[src/rtl/si_pkg.sv]
// Shared types and default timing constants for the button conditioner.
package si_pkg;

    // Per-channel debounce / auto-repeat FSM states
    typedef enum logic [2:0] {
        ST_IDLE       = 3'd0,
        ST_PRESS_DB   = 3'd1,
        ST_HELD       = 3'd2,
        ST_REPEATING  = 3'd3,
        ST_RELEASE_DB = 3'd4
    } btn_state_t;

    // Defaults assume a 100 MHz clock
    localparam int DEF_N_BTN           = 4;
    localparam int DEF_SYNC_STAGES     = 2;
    localparam int DEF_DEBOUNCE_CYCLES = 1000000;   // 10 ms
    localparam int DEF_REPEAT_DELAY    = 50000000;  // 500 ms
    localparam int DEF_REPEAT_PERIOD   = 10000000;  // 100 ms

    function automatic int max_int(input int a, input int b);
        return (a > b) ? a : b;
    endfunction

endpackage

[src/rtl/btn_channel.sv]
// One button channel: input synchroniser followed by the debounce and
// auto-repeat state machine. All outputs are registered.
module btn_channel
    import si_pkg::*;
#(
    parameter int SYNC_STAGES     = DEF_SYNC_STAGES,
    parameter int DEBOUNCE_CYCLES = DEF_DEBOUNCE_CYCLES,
    parameter int REPEAT_DELAY    = DEF_REPEAT_DELAY,
    parameter int REPEAT_PERIOD   = DEF_REPEAT_PERIOD,
    parameter bit ACTIVE_LOW      = 1'b0
) (
    input  logic clk,
    input  logic rst,
    input  logic raw,
    input  logic repeat_en,
    output logic level,
    output logic press_pulse,
    output logic release_pulse,
    output logic repeat_pulse
);

    localparam int DW = $clog2(DEBOUNCE_CYCLES + 1);
    localparam int RW = $clog2(max_int(REPEAT_DELAY, REPEAT_PERIOD) + 1);

    localparam logic [DW-1:0] D_LAST  = DW'(DEBOUNCE_CYCLES - 1);
    localparam logic [RW-1:0] RD_LAST = RW'(REPEAT_DELAY - 1);
    localparam logic [RW-1:0] RP_LAST = RW'(REPEAT_PERIOD - 1);
    localparam logic [DW-1:0] D_SAT   = '1;
    localparam logic [RW-1:0] R_SAT   = '1;

    logic                   raw_in;
    logic [SYNC_STAGES-1:0] sync_reg;
    logic                   s;

    btn_state_t    state_reg, state_next;
    logic [DW-1:0] dcnt_reg, dcnt_next;
    logic [RW-1:0] rcnt_reg, rcnt_next;
    logic          level_reg, level_next;
    logic          press_reg, press_next;
    logic          release_reg, release_next;
    logic          repeat_reg, repeat_next;
    logic [DW-1:0] dcnt_inc;
    logic [RW-1:0] rcnt_inc;

    // The synchroniser always works on the "pressed = 1" polarity, so its
    // reset value of 0 is the inactive level regardless of ACTIVE_LOW.
    assign raw_in = ACTIVE_LOW ? ~raw : raw;
    assign s      = sync_reg[SYNC_STAGES-1];

    // Counters stick at all-ones instead of wrapping
    assign dcnt_inc = (dcnt_reg == D_SAT) ? dcnt_reg : dcnt_reg + 1'b1;
    assign rcnt_inc = (rcnt_reg == R_SAT) ? rcnt_reg : rcnt_reg + 1'b1;

    // Shift the raw level through the synchroniser chain
    always_ff @(posedge clk) begin
        if (rst) sync_reg <= '0;
        else     sync_reg <= {sync_reg[SYNC_STAGES-2:0], raw_in};
    end

    // Next-state logic: debounce both edges, then count toward repeat pulses
    always_comb begin
        state_next   = state_reg;
        dcnt_next    = dcnt_reg;
        rcnt_next    = rcnt_reg;
        level_next   = level_reg;
        press_next   = 1'b0;
        release_next = 1'b0;
        repeat_next  = 1'b0;
        case (state_reg)
            ST_IDLE: begin
                if (s) begin
                    state_next = ST_PRESS_DB;
                    dcnt_next  = '0;
                end
            end
            ST_PRESS_DB: begin
                if (!s) begin
                    state_next = ST_IDLE;
                end else if (dcnt_reg == D_LAST) begin
                    state_next = ST_HELD;
                    press_next = 1'b1;
                    level_next = 1'b1;
                    rcnt_next  = '0;
                end else begin
                    dcnt_next = dcnt_inc;
                end
            end
            ST_HELD: begin
                if (!s) begin
                    state_next = ST_RELEASE_DB;
                    dcnt_next  = '0;
                end else if (!repeat_en) begin
                    rcnt_next = '0;
                end else if (rcnt_reg == RD_LAST) begin
                    state_next  = ST_REPEATING;
                    repeat_next = 1'b1;
                    rcnt_next   = '0;
                end else begin
                    rcnt_next = rcnt_inc;
                end
            end
            ST_REPEATING: begin
                if (!s) begin
                    state_next = ST_RELEASE_DB;
                    dcnt_next  = '0;
                end else if (!repeat_en) begin
                    state_next = ST_HELD;
                    rcnt_next  = '0;
                end else if (rcnt_reg == RP_LAST) begin
                    repeat_next = 1'b1;
                    rcnt_next   = '0;
                end else begin
                    rcnt_next = rcnt_inc;
                end
            end
            ST_RELEASE_DB: begin
                // A bounce back high resumes the hold without a new press
                if (s) begin
                    state_next = ST_HELD;
                    rcnt_next  = '0;
                end else if (dcnt_reg == D_LAST) begin
                    state_next   = ST_IDLE;
                    release_next = 1'b1;
                    level_next   = 1'b0;
                end else begin
                    dcnt_next = dcnt_inc;
                end
            end
            default: begin
                state_next = ST_IDLE;
            end
        endcase
    end

    // Register FSM state, counters and all outputs
    always_ff @(posedge clk) begin
        if (rst) begin
            state_reg   <= ST_IDLE;
            dcnt_reg    <= '0;
            rcnt_reg    <= '0;
            level_reg   <= 1'b0;
            press_reg   <= 1'b0;
            release_reg <= 1'b0;
            repeat_reg  <= 1'b0;
        end else begin
            state_reg   <= state_next;
            dcnt_reg    <= dcnt_next;
            rcnt_reg    <= rcnt_next;
            level_reg   <= level_next;
            press_reg   <= press_next;
            release_reg <= release_next;
            repeat_reg  <= repeat_next;
        end
    end

    assign level         = level_reg;
    assign press_pulse   = press_reg;
    assign release_pulse = release_reg;
    assign repeat_pulse  = repeat_reg;

endmodule

[src/rtl/btn_conditioner.sv]
// N_BTN independent button channels with debounce, edge pulses and
// auto-repeat; any_press flags a press on any channel.
module btn_conditioner
    import si_pkg::*;
#(
    parameter int N_BTN           = DEF_N_BTN,
    parameter int SYNC_STAGES     = DEF_SYNC_STAGES,
    parameter int DEBOUNCE_CYCLES = DEF_DEBOUNCE_CYCLES,
    parameter int REPEAT_DELAY    = DEF_REPEAT_DELAY,
    parameter int REPEAT_PERIOD   = DEF_REPEAT_PERIOD,
    parameter bit ACTIVE_LOW      = 1'b0
) (
    input  logic             clk,
    input  logic             rst,
    input  logic [N_BTN-1:0] btn_raw,
    input  logic [N_BTN-1:0] repeat_en,
    output logic [N_BTN-1:0] btn_level,
    output logic [N_BTN-1:0] btn_press,
    output logic [N_BTN-1:0] btn_release,
    output logic [N_BTN-1:0] btn_repeat,
    output logic             any_press
);

    generate
        for (genvar gi = 0; gi < N_BTN; gi++) begin : g_ch
            btn_channel #(
                .SYNC_STAGES    (SYNC_STAGES),
                .DEBOUNCE_CYCLES(DEBOUNCE_CYCLES),
                .REPEAT_DELAY   (REPEAT_DELAY),
                .REPEAT_PERIOD  (REPEAT_PERIOD),
                .ACTIVE_LOW     (ACTIVE_LOW)
            ) u_ch (
                .clk          (clk),
                .rst          (rst),
                .raw          (btn_raw[gi]),
                .repeat_en    (repeat_en[gi]),
                .level        (btn_level[gi]),
                .press_pulse  (btn_press[gi]),
                .release_pulse(btn_release[gi]),
                .repeat_pulse (btn_repeat[gi])
            );
        end
    endgenerate

    // Press pulses are already registered, so the OR lines up with them
    assign any_press = |btn_press;

endmodule
[config.mk]
export PLATFORM = sky130hd
export DESIGN_NAME = btn_conditioner
export DESIGN_NICKNAME = d
export VERILOG_FILES = /design/src/rtl/si_pkg.sv /design/src/rtl/btn_channel.sv /design/src/rtl/btn_conditioner.sv
export SDC_FILE = /design/constraint.sdc
export NUM_CORES = 1
export LEC_CHECK = 0
export CAP_MARGIN = 0
export CORE_ASPECT_RATIO = 0.7
export CORE_UTILIZATION = 57
export CTS_CLUSTER_DIAMETER = 80
export CTS_CLUSTER_SIZE = 30
export DETAILED_ROUTE_END_ITERATION = 8
export GPL_ROUTABILITY_DRIVEN = 0
export PLACE_DENSITY = 0.75
export SYNTH_ARGS = -nofsm -noshare
export SYNTH_HDL_FRONTEND = slang
export SYNTH_HIERARCHICAL = 1
export SYNTH_SLANG_ARGS = --single-unit
[constraint.sdc]
create_clock -name clk -period 2 [get_ports clk]
set_input_delay 0.5 -clock clk [delete_from_list [all_inputs] [get_ports clk]]
set_output_delay 0.5 -clock clk [all_outputs]
set_load 0.01 [all_outputs]
==> results.txt <==
The total count of max-transition violations in the final report is 0. The largest fanout of any net on the critical path came out at 4. Across all register-to-register paths, the minimum setup slack is -0.23 ns. The startpoint kind of the worst setup timing path is a register.

The critical path is of the register to register type. The aggregate routed wire length came out at 36900 µm. The synthesized design spends more area on one cell type than any other, namely dfxtp_1.

The adder-cell share of the synthesized area came out at 0.843%. The number of primary I/O pins came out at 27. The launching point of the worst reg2reg path is g_ch[0].u_ch/dcnt_reg[0]$_SDFFE_PP0P_. The number of antenna-violating nets in the routed design is 0. The die outline area is 21400 µm². The cell family contributing the most delay on the critical path is simple AND/OR/NAND/NOR gates. Following the worst setup path forward leads to its endpoint at g_ch[0].u_ch/rcnt_reg[19]$_SDFFE_PP0P_. Across the VDD grid, the largest voltage drop is 504 µV. The total of fill cells in the finished design is 1247.

OpenSTA, run right after detailed placement, puts the worst setup slack at -0.155 ns. The Yosys warning count is 6. The maximum cell stage delay along the critical path is 0.44 ns. The run finished, with violations left. The smallest clock period supported by the final layout is computed as 2.23 ns.

The wire length per cell came out at 18.5 µm. In this run, synthesis produced a sequential element count of 220. The net count after synthesis came out at 1446. The TritonCTS buffer count came out at 11. The first detailed-routing pass took 6 iterations. The mapped netlist covers 11900 µm². The required arrival time at the worst endpoint is 2.41 ns.

The compound-cell area share of the yosys netlist is 14.7%. The class of the tightest hold or removal check is input port to register. The CTS H-tree depth is 1. Across the run, the number of max-cap violations was 0. The maximum clock path buffer count came out at 3. Cells fill 81.1% of the core in the end. The tree built by TritonCTS fans out to 220 sinks. The fraction of the cycle the final worst path needs is 112%. By area, the combinational part of the netlist is dominated by simple AND/OR/NAND/NOR gates. The region available for standard cell placement spans 20100 µm². The detailed placement HPWL came out at 22200 µm. The master of the slowest instance on the critical path is or4_4. The number of global-route vias before repair came out at 11.1k. The number of different library cells in the post-synthesis netlist came out at 84.

The total of endpoints with negative setup slack in the final report came out at 72. The count of antenna diodes in the layout is 0. By count the netlist is led by dfxtp_1, nor2_1, a21oi_1. The global-route wire length before repair came out at 53100 µm.

Setup repair after global routing could not meet its margin everywhere. The final reports fail on setup timing. In this run the cell area measured after placement is 14200 µm². Counting stages on the worst path, the most repeated cell is buf_6. Power spread over the standard cell area amounts to 457 nW/µm².

The register area share after synthesis is 37.1%. The final worst clock skew came out at 0.0145 ns. For this run, design rule violations remaining after detail routing come to 0. Sequential cells account for 59.1% of the total power. The worst path buffer plus inverter count is 2. For this run, the leading register cell type out of synthesis is dfxtp_1.

The proportion of netlist area held by the largest area contributor came out at 37.1%. The net switching fraction of the power came out at 22.9%. The minimum hold slack came out at 0.397 ns. The TritonCTS clock tree is yes. The count of vias placed by the detailed router is 12.6k.

The post-synthesis share of cell area spent on and, or, nand and nor gates is 34.7%. The initial DRC count is 1457. The register with the most flip-flops in the layout has 104 of them. The post-route worst setup slack came out at -0.234 ns. In this run the vertical extent of the chip is 123 µm.

Tracing the worst setup path back leads to its startpoint at g_ch[0].u_ch/dcnt_reg[0]$_SDFFE_PP0P_. The number of flops mapped to enable cells by yosys is 0. The pin slew with the least headroom to its limit came out at 0.766 ns.

The number of vias per cell is 6.35. The synthesis-to-finish area growth is 37.5%. The internal power of the cells came out at 5.75 mW. In the synthesized netlist, mux cells make up 0.854% of the area.

For this design the total switching power over the nets is 1.70 mW. The initial antenna violation count is 0. The number of nets at the end of the flow is 1737.

The number of cells on the critical path is 9. For this run the aggregate overflow at the end of global routing stands at 0. The latest clock arrival within the worst-skew pair is 0.48 ns. The count of endpoints failing hold in the final timing report came out at 0. Based on the critical path, the design can be clocked at up to 0.448 GHz. The post-layout instance area is 16300 µm². The capture point of the worst reg-to-reg path is g_ch[0].u_ch/rcnt_reg[19]$_SDFFE_PP0P_. For this design the static power due to leakage is 5.86 nW. In the synthesized netlist, the number of instances is 1428.

The cell row count came out at 43. The critical path arrival is 2.65 ns. The async set-reset flop share out of synthesis came out at 0%. The mean post-synth cell area came out at 8.32 µm². By instance count, the leading cell after synthesis is dfxtp_1. During placement, the flow inserted port buffers numbering 26. The die boundary width came out at 175 µm. The clock network burns 35.9% of the power. The worst slew margin relative to its limit came out at 48.8%. The signal on the critical path passes through ha_4 > nand3_2 > or2_4 > o41ai_4 > buf_6 > buf_6 > nand3_4 > or4_4 > a21oi_2. The pin count of the biggest net entering global routing is 31. The root cell of the clock tree is clkbuf_16. The CTS clock-pin slew for the worst setup and hold paths came out at 0.12 ns. The combinational share of power is 4.9%.

The critical path endpoint category is a register. The worst register-to-register path has a depth of 9. Of the total synthesized cell area, the portion taken by XOR and XNOR cells is 7.82%. For this configuration, the core starts out at a cell density of 59.0%. The combined global-route utilization of all metal layers came out at 29.4%. The share of layout cells above drive strength 1 came out at 34.3%. By area the synthesized netlist is led by dfxtp_1, nor2_1, xor2_1, a21oi_1, nand3_1.
-- worst min-delay path by stage --
| stage | start | end | cells past startpoint |
|---|---|---|---|
| detailed placement | g_ch[1].u_ch/sync_reg[0]$_SDFF_PP0_ | g_ch[1].u_ch/sync_reg[1]$_SDFF_PP0_ | 1 |
| CTS | rst | g_ch[3].u_ch/level$_SDFFE_PP0P_ | 2 |
| global route | rst | g_ch[3].u_ch/level$_SDFFE_PP0P_ | 2 |
| finish | rst | g_ch[3].u_ch/level$_SDFFE_PP0P_ | 2 |
| global placement | g_ch[1].u_ch/sync_reg[0]$_SDFF_PP0_ | g_ch[1].u_ch/sync_reg[1]$_SDFF_PP0_ | 1 |
| floorplan | g_ch[0].u_ch/sync_reg[0]$_SDFF_PP0_ | g_ch[0].u_ch/sync_reg[1]$_SDFF_PP0_ | 1 |
-- metrics by stage --
step	TNS, ns	total power, mW	instances
floorplan	-0.147	4.67	1428
finish	-7.34	7.46	1992
global route	-14.65	7.67	1992
detailed placement	-4.70	4.81	1918
CTS	-1.19	7.44	1959
global placement	-4.20	4.80	1918
-- logic make-up (layout without fill, tap and decap cells) --
family | count (synthesis) | in the layout
adders and majority gates | 8 | 8
AOI/OAI and AO/OA | 258 | 259
muxes | 10 | 10
xor gates and xnor gates | 106 | 106
buffers and inverters | 105 | 398
and+or+nand+nor | 721 | 721
DFF | 220 | 220
-- timing repair --
| action | CTS | global route |
|---|---|---|
| endpoints found under the setup margin | 104 | 174 |
| pin swaps | 34 | 84 |
| hold endpoints to repair | 0 | 0 |
| hold buffers | 0 | 0 |
| resized for setup | 77 | 237 |
| buffers inserted | 22 | 35 |
| cloned | 3 | 4 |
-- power groups by stage --
stage / Sequential [mW] / Combinational [mW] / Clock (mW)
2_1_floorplan: 4.51 / 0.160 / 0
3_3_place_gp: 4.51 / 0.289 / 0
3_5_place_dp: 4.51 / 0.295 / 0
4_1_cts: 4.41 / 0.321 / 2.70
5_1_grt: 4.41 / 0.387 / 2.87
6_report: 4.41 / 0.368 / 2.68
-- metal layers --
layer,GRT usage (%),wire length [µm],vias up
met5,0,0,-
met1,43.1,16200,6031
met4,5.60,1070,0
met2,46.6,16800,656
met3,3.66,2860,117
li1,-,-,5839
-- placed cells by master (no fill, tap or decap), types with 36 or more instances in the layout --
master,count
buf_4,276
dfxtp_1,168
nor2_1,145
nand2_1,79
nand3_1,77
a21oi_1,74
nand4_1,69
xor2_1,61
and3_1,52
dfxtp_2,48
xnor2_1,41
nor3_1,36
-- layout make-up --
| type | instances | area, µm² | share of cell area [%] |
|---|---|---|---|
| multi-input cells | 1104 | 8100 | 49.6 |
| well taps | 270 | 338 | 2.07 |
| inverters | 35 | 131 | 0.805 |
| flip-flops and latches | 220 | 4480 | 27.4 |
| repair buffers | 347 | 2940 | 18.0 |
| clock buffers | 13 | 293 | 1.79 |
| clock inverters | 3 | 47.5 | 0.291 |
(Power assumes the default switching activity.)
